==> src/rtl/spike_pkg.sv <==
// Shared types and default sizing for the spike time decoder.
package spike_pkg;

  typedef enum logic [1:0] {
    StIdle,
    StWindow,
    StDrain
  } state_e;

  localparam int unsigned DefNLines = 16;
  localparam int unsigned DefTWidth = 6;
  localparam int unsigned DefTMax   = 63;

  // Width of the out_idx beat field for the default line count.
  localparam int unsigned DefIdxWidth = $clog2(DefNLines);

endpackage

==> src/rtl/edge_capture.sv <==
// Per-line capture: latches the window counter on the first low sample of one spike line.
module edge_capture
  import spike_pkg::*;
#(
  parameter int unsigned T_WIDTH = DefTWidth
) (
  input  logic               clk_i,
  input  logic               rst_ni,
  input  logic               spike_i,
  input  logic [T_WIDTH-1:0] t_i,
  input  logic               clear_i,
  input  logic               en_i,
  output logic [T_WIDTH-1:0] time_o,
  output logic               seen_o
);

  logic [T_WIDTH-1:0] time_q;
  logic               seen_q;

  // First low sample while enabled wins; later transitions never re-arm the line.
  always_ff @(posedge clk_i) begin
    if (!rst_ni || clear_i) begin
      time_q <= '0;
      seen_q <= 1'b0;
    end else if (en_i && !spike_i && !seen_q) begin
      time_q <= t_i;
      seen_q <= 1'b1;
    end
  end

  assign time_o = time_q;
  assign seen_o = seen_q;

endmodule

==> src/rtl/spike_time_decoder.sv <==
// Spike time decoder: captures 1->0 times of N_LINES lines over a window,
// then streams one beat per line over valid/ready.
// Optional ordering check enabled by defining SPIKE_DEC_ORDER_CHECK_EN.
module spike_time_decoder
  import spike_pkg::*;
#(
  parameter int unsigned N_LINES = DefNLines,
  parameter int unsigned T_WIDTH = DefTWidth,
  parameter int unsigned T_MAX   = DefTMax
) (
  input  logic                       clk_i,
  input  logic                       rst_ni,
  input  logic                       start_i,
  input  logic [N_LINES-1:0]         spikes_i,
  output logic                       busy_o,
  output logic                       out_valid_o,
  input  logic                       out_ready_i,
  output logic [$clog2(N_LINES)-1:0] out_idx_o,
  output logic [T_WIDTH-1:0]         out_time_o,
  output logic                       out_fired_o,
  output logic                       out_last_o,
  output logic                       order_err_o
);

  localparam int unsigned IdxWidth = $clog2(N_LINES);
  localparam logic [T_WIDTH-1:0]  TMaxW = T_WIDTH'(T_MAX);
  localparam logic [IdxWidth-1:0] LastIdx = IdxWidth'(N_LINES - 1);

  state_e              state_q, state_d;
  logic [T_WIDTH-1:0]  t_q, t_d;
  logic [IdxWidth-1:0] idx_q, idx_d;
  logic                clear, cap_en;

  logic [T_WIDTH-1:0]  cap_time [N_LINES];
  logic [N_LINES-1:0]  seen;
  logic                all_seen_next;
  logic                beat_xfer;

  for (genvar i = 0; i < N_LINES; i++) begin : g_line
    edge_capture #(
      .T_WIDTH (T_WIDTH)
    ) u_cap (
      .clk_i   (clk_i),
      .rst_ni  (rst_ni),
      .spike_i (spikes_i[i]),
      .t_i     (t_q),
      .clear_i (clear),
      .en_i    (cap_en),
      .time_o  (cap_time[i]),
      .seen_o  (seen[i])
    );
  end

  // Seen vector as it will be after this edge's captures.
  assign all_seen_next = &(seen | ~spikes_i);
  assign beat_xfer     = (state_q == StDrain) && out_ready_i;

  // State, window counter and drain index registers.
  always_ff @(posedge clk_i) begin
    if (!rst_ni) begin
      state_q <= StIdle;
      t_q     <= '0;
      idx_q   <= '0;
    end else begin
      state_q <= state_d;
      t_q     <= t_d;
      idx_q   <= idx_d;
    end
  end

  // Next-state logic: window runs until every line fired or the counter hits T_MAX.
  always_comb begin
    state_d = state_q;
    t_d     = t_q;
    idx_d   = idx_q;
    clear   = 1'b0;
    cap_en  = 1'b0;
    unique case (state_q)
      StIdle: begin
        if (start_i) begin
          state_d = StWindow;
          t_d     = '0;
          idx_d   = '0;
          clear   = 1'b1;
        end
      end
      StWindow: begin
        cap_en = 1'b1;
        // Counter saturates at T_MAX rather than wrapping.
        if (t_q != TMaxW) t_d = t_q + T_WIDTH'(1);
        if (all_seen_next || (t_q == TMaxW)) begin
          state_d = StDrain;
          idx_d   = '0;
        end
      end
      StDrain: begin
        if (out_ready_i) begin
          if (idx_q == LastIdx) begin
            state_d = StIdle;
            idx_d   = '0;
          end else begin
            idx_d = idx_q + IdxWidth'(1);
          end
        end
      end
      default: state_d = StIdle;
    endcase
  end

  // Drain mux: unfired lines report T_MAX; all beat fields are zero outside DRAIN.
  always_comb begin
    busy_o      = (state_q != StIdle);
    out_valid_o = (state_q == StDrain);
    out_idx_o   = '0;
    out_time_o  = '0;
    out_fired_o = 1'b0;
    out_last_o  = 1'b0;
    if (state_q == StDrain) begin
      out_idx_o   = idx_q;
      out_fired_o = seen[idx_q];
      out_time_o  = seen[idx_q] ? cap_time[idx_q] : TMaxW;
      out_last_o  = (idx_q == LastIdx);
    end
  end

`ifdef SPIKE_DEC_ORDER_CHECK_EN
  logic [T_WIDTH-1:0] prev_time_q;
  logic               have_prev_q;
  logic               err_q;

  // Sticky flag when a fired beat's time is below the previous fired beat's time.
  always_ff @(posedge clk_i) begin
    if (!rst_ni || ((state_q == StIdle) && start_i)) begin
      prev_time_q <= '0;
      have_prev_q <= 1'b0;
      err_q       <= 1'b0;
    end else if (beat_xfer && out_fired_o) begin
      if (have_prev_q && (out_time_o < prev_time_q)) err_q <= 1'b1;
      prev_time_q <= out_time_o;
      have_prev_q <= 1'b1;
    end
  end

  assign order_err_o = err_q;
`else
  logic unused_beat_xfer;
  assign unused_beat_xfer = beat_xfer;
  assign order_err_o      = 1'b0;
`endif

endmodule
==> config.mk <==
export PLATFORM = sky130hd
export DESIGN_NAME = spike_time_decoder
export DESIGN_NICKNAME = d
export VERILOG_FILES = /design/src/rtl/spike_pkg.sv /design/src/rtl/edge_capture.sv /design/src/rtl/spike_time_decoder.sv
export SDC_FILE = /design/constraint.sdc
export NUM_CORES = 1
export LEC_CHECK = 0
export ABC_AREA = 1
export BUFFER_PORTS_ARGS = -buffer_cell sky130_fd_sc_hd__buf_2
export CAP_MARGIN = 20
export CORE_ASPECT_RATIO = 0.8
export CORE_MARGIN = 2
export CORE_UTILIZATION = 45
export CTS_CLUSTER_DIAMETER = 100
export DETAILED_ROUTE_END_ITERATION = 16
export SYNTH_ARGS = -nofsm -noshare
export SYNTH_HDL_FRONTEND = slang
export SYNTH_SLANG_ARGS = --single-unit
==> constraint.sdc <==
create_clock -name clk_i -period 2.09 [get_ports clk_i]
set_clock_uncertainty 0.15 [all_clocks]
set_input_delay 0.3135 -clock clk_i [delete_from_list [all_inputs] [get_ports clk_i]]
set_output_delay 0.3135 -clock clk_i [all_outputs]
set_load 0.01 [all_outputs]
== Word-level counts from Yosys, hierarchy flattened ==
Index checks and enable logic that the tools add are counted.
W data, S select, Z words.

* $add $sub $neg: 2
* Magnitude comparators: 2
* Equal/unequal tests: 10
* Multiplexer cells: 26
* Bitwise gates (word level): 3
* Reductions and logical operators: 75

{| class="wikitable"
|+ Operators by type and width
! kind !! number
|-
| $mux W6 || 6
|-
| $logic_not A1 Y1 || 33
|-
| $logic_and A1 B1 Y1 || 32
|-
| $bmux W6 S4 || 1
|-
| $mux W4 || 5
|-
| $not A16 Y16 || 1
|-
| $or A16 B16 Y16 || 1
|-
| $reduce_and A16 Y1 || 1
|-
| $pmux W4 S3 || 1
|-
| $pmux W6 S2 || 1
|-
| $mux W2 || 4
|-
| $reduce_and A4 Y1 || 2
|-
| $add A6 B1 Y6 const B || 1
|-
| $eq A6 B6 Y1 const B || 1
|-
| $mux W1 || 6
|-
| $ne A2 B2 Y1 const B || 3
|-
| $ne A6 B6 Y1 const B || 1
|-
| $pmux W2 S3 || 1
|-
| $ge A5 B5 Y1 const B || 1
|-
| $lt A4 B5 Y1 const B || 1
|-
| $not A4 Y5 || 1
|-
| $add A4 B1 Y4 const B || 1
|-
| $bmux W1 S4 || 1
|-
| $eq A4 B4 Y1 const B || 1
|-
| 8 further kinds || 11
|}

* Register bits after elaboration: 124
* Output and inout bits: 15
* Word-level logic and storage cells: 153

== Depth between registers and ports, before layout ==
* Depth after elaboration: 6
* Gate-level depth with buffers: 10
* Gate-level depth less buffers: 9

== Cells and area by module ==
Synthesis repeated with hierarchy kept, for this count alone.

* Cell total of the unflattened synthesis: 1088
* Area, all modules: 6890.4 um2

{| class="wikitable"
|+ Modules (own cells, without submodules)
! module !! times used !! cells an instance !! area an instance (um2)
|-
| edge_capture || 16 || 44 || 304.0
|-
| spike_time_decoder || 1 || 384 || 2025.7
|}

== Worst setup path after synthesis ==
Ideal clock, no wire load.

* Path kind: flip-flop to output port
* Start point: register idx_q[0]
* End point: output out_time_o[0]
* Arrival: 1.371 ns
* Data required time: 1.627 ns
* Path slack: 0.255 ns
* Cell stages (with the launch flop): 9
* Cells stage by stage: dfxtp_1 > buf_2 > buf_2 > nand2_1 > o211ai_1 > nand3_1 > nand3_1 > nand2_1 > a21oi_1

* Cells in the longest elaborated chain, start to end: 6
* Elaborated cells on any way between the ends: 8
* Those cells by class: 7 x mux; 1 x bitwise

{| class="wikitable"
|+ Ends and longest elaborated chain
! what !! line !! source
|-
| start, declared || spike_time_decoder.sv:31 || <nowiki>logic [IdxWidth-1:0] idx_q, idx_d;</nowiki>
|-
| start signal, assigned || spike_time_decoder.sv:67 || <nowiki>idx_q <= idx_d;</nowiki>
|-
| $not A4 Y5 (implied by the code) || spike_time_decoder.sv:121 || <nowiki>out_time_o = seen[idx_q] ? cap_time[idx_q] : TMaxW;</nowiki>
|-
| $bmux W6 S4 || spike_time_decoder.sv:121 ||
|-
| $mux W6 (implied by the code) (2 in series) || spike_time_decoder.sv:121 ||
|-
| $mux W6 (*) || spike_time_decoder.sv:121 ||
|-
| $mux W6 (*) || spike_time_decoder.sv:118 || <nowiki>if (state_q == StDrain) begin</nowiki>
|-
| end, declared || spike_time_decoder.sv:19 || <nowiki>output logic [T_WIDTH-1:0] out_time_o,</nowiki>
|}

Every way passes the cells marked *; elsewhere a longest branch is shown, timed or not. The select of a mux whose other input is x is not followed.

== Worst setup path after layout ==
* Start point: register idx_q[0]
* End point: output out_time_o[4]

The elaborated chain is that of the path after synthesis.

==> impl_metrics.toml <==
[run_status]
status = "finished, violations left"
failed_checks = "negative setup slack"

[setup_path]
cp-start-kind = "flip-flop"
crit_start = "idx_q[0]$_SDFFE_PN0P_"
max_stage_delay_ns = 0.39
cp_slowest_cell = "dfxtp_4"
crit_required_ns = 1.63
path_cells = "buf_12 -> clkbuf_16 -> o211ai_1 -> nand3_1 -> nand2_1 -> nand2_1 -> nand2_2 -> a21oi_2 -> buf_2"
cp-end-kind = "output port"
rr_startpoint = "g_line[0].u_cap.seen_o$_SDFFE_PP0P_"
critical_path_buf_inv_count = 3
path_max_fanout = 6
crit_top_cell = "nand2_1"
arrival_ns = 1.91
crit_family = "simple AND/OR/NAND/NOR gates"
critPathKind = "flip-flop to output port"

[sta]
setup_tns_ns = -1.867
worst_pin_slew_ns = 0.6236
slew_headroom_pct = 58.43
timing.final.crit_period_ns = 2.372
rsz0062_at_grt = "true"
max_freq_mhz = 421.5
final_max_slew_viol_count = 0
timing.final.crit_share_pct = 113.5
timing.final.ws_setup_ns = -0.2823
setup_viol = 7
hold_violations = 0

[global_routing]
grt_use_total_pct = 24.64
grt_max_degree = 34
grt_pass1_wl_um = 27260
gr-usage-met1_pct = 33.83
grt_pass1_vias = 5263
grt_use_met3_pct = 4.567
antenna_found_initial = 0
busiest_layer = "met2"
grt_use_met2_pct = 39.91
grt.overflow.total = 0

[yosys]
ys_warn_count = 0
syn_nets = 813
synth_flop_cell = "dfxtp_1"
synth_async_sr_flop_share_pct = 0
synth_enable_flop_cells = 0
synth_area_leader_cell = "dfxtp_1"
synthTopCellsByCount = "nor2_1, dfxtp_1, nand2_1"
yosys-top-cells-area = "dfxtp_1, nor2_1, a211oi_1"
synth_area_um2 = 6028
avgSynthCellArea_um2 = 7.621
synth.top_cell.area_share_pct = 41.18
synth_seq_area_share_pct = 41.18
synth_cell_types = 27
synth_cells = 791
ys_seq_elements = 124
synth.most_common_cell = "nor2_1"

[routing]
drc = 0
drt_iter0_drc = 445
wl_per_cell_um = 16.72
drt-pass1-iter-count = 6
antenna_left = 0
vias = 5467
routed_wl_um = 16890
viasPerCell = 5.413

[die]
fp-row-count = 37
core_area_um2 = 12960
die_x_um = 133.4
ios = 35
die-area_um2 = 14340
die_y_um = 107.5
initial_utilization_pct = 46.51

[power]
power.density_nw_per_um2 = 1330
power.leakage_nw = 2.665
ir_drop_mv = 0.9274

[clocking]
cts.clk_slew.worst_paths_ns = 0.05
cts_tree = "done"
clock_path_buffers = 2
cts.hold.buffers_added = 0
ctsRootBufferMaster = "clkbuf_16"
htree_num_levels = 4
clock_latency_ns = 0.42
clock-sinks = 124
numCtsBuffers = 17

[final_layout]
register_area_um2 = 2486
multi_input_area_um2 = 3029
drive_above_1_share_pct = 20.12
final_cell_area_um2 = 7300
fill_cells = 1214
n_antenna_cell = 0
area_delta_synth_final_pct = 21.09
fin_nets = 844
layout.cells.non_filler = 1010

[place]
place_hpwl_um = 11100
dpl_cell_area_um2 = 6421
place.port_buffers = 33
gp_congestion = 0.8227
placed_cells = 972

[run]
maxCapViolCount = 0

[hold_path]
min-delay-path-class = "input pin to flip-flop"
worst_hold_startpoint = "spikes_i[7]"
[cell type report]
cell class / count / share of cell area [%]
Multi-Input combinational cell: 537 / 41.50
Clock inverter: 11 / 2.623
Tap cell: 175 / 3.000
Timing Repair Buffer: 72 / 8.982
Sequential cell: 124 / 34.06
Clock buffer: 21 / 6.171
Inverter: 70 / 3.668
[cell usage in the layout, fill, tap and decap left out, types with 12 or more instances in the layout]
master     netlist  layout
inv_1           63      61
nand3_1         38      34
buf_2           23      33
dfxtp_1        124     123
o21ai_0         33      21
o211ai_1        25      25
buf_4            1      24
nand2_1        104     101
nor2_1         172     170
a211oi_2        27      27
clkbuf_16        0      18
a211oi_1        71      71
o21ai_1          1      12
a21oi_1         39      33
[path summary, 6_finish.rpt]
check | end | slack, ns | cells past startpoint
hold / removal | g_line[7].u_cap.seen_o$_SDFFE_PP0P_ | 0.06 | 4
setup reg to reg | idx_q[3]$_SDFFE_PN0P_ | 0.16 | 9
setup / recovery | out_time_o[4] | -0.28 | 9
hold reg to reg | g_line[11].u_cap.time_o[3]$_SDFFE_PP0P_ | 0.34 | 2
[kinds of logic (layout without fill, tap and decap cells)]
| logic type | Yosys count | in the layout | share of synthesized area (%) |
|---|---|---|---|
| buffers and inverters | 130 | 174 | 9.921 |
| other | 1 | 1 | 0.06221 |
| flip-flops | 124 | 124 | 41.18 |
| AND/OR/NAND/NOR | 336 | 336 | 24.55 |
| AO/OA/AOI/OAI | 198 | 198 | 23.87 |
| adder cells (fa/ha/maj) | 2 | 2 | 0.4150 |
[sequential cells by signal, summed over array words and instances (netlist names)]
signal and cells:
idx_q 4, g_line.u_cap.seen_o 16, t_q 6, state_q 2
g_line.u_cap.time_o 96
[metal layers]
metal  share of wire [%]  vias to the layer above
met5                   0                        -
met4                 1.2                        0
met3                 4.8                       18
met2                  46                      126
met1                  48                     2584
li1                    -                     2739
[power by group]
part	total (mW)	switching [mW]	leakage [nW]	internal, mW
clock network	3.22	1.08	0.303	2.14
registers	2.90	0.218	1.01	2.68
logic	3.59	2.27	1.35	1.33
total	9.71	3.56	2.67	6.15
[repair_timing]
item	in CTS	in global routing
setup endpoints to repair	8	8
gates cloned	3	1
setup buffers	2	0
gates resized for setup	24	16
pin swaps	22	6
[per-stage QoR]
step / util (%) / hold slack (ns) / power [mW] / setup WS, ns
finish: 56.31 / 0.05538 / 9.712 / -0.2823
global route: 56.31 / 0.07205 / 10.23 / -0.4017
CTS: 55.88 / 0.05019 / 9.593 / -0.2553
detailed placement: 49.54 / 0.3315 / 6.071 / 0.05621
global placement: 49.54 / 0.3247 / 5.990 / 0.1043
floorplan: - / 0.3139 / 5.140 / 0.2555
[worst reg2reg max path: stages, from the launching register on]
cell and delay [ns]:
dfxtp_1 0.39, inv_1 0.08, nand2_1 0.07, nand2_1 0.10
nor2_1 0.22, nand2_1 0.13, o21ai_2 0.39, nand3_1 0.14
nand2_1 0.10, nor2_1 0.04
No activity file was read; power rests on OpenSTA's default activity.
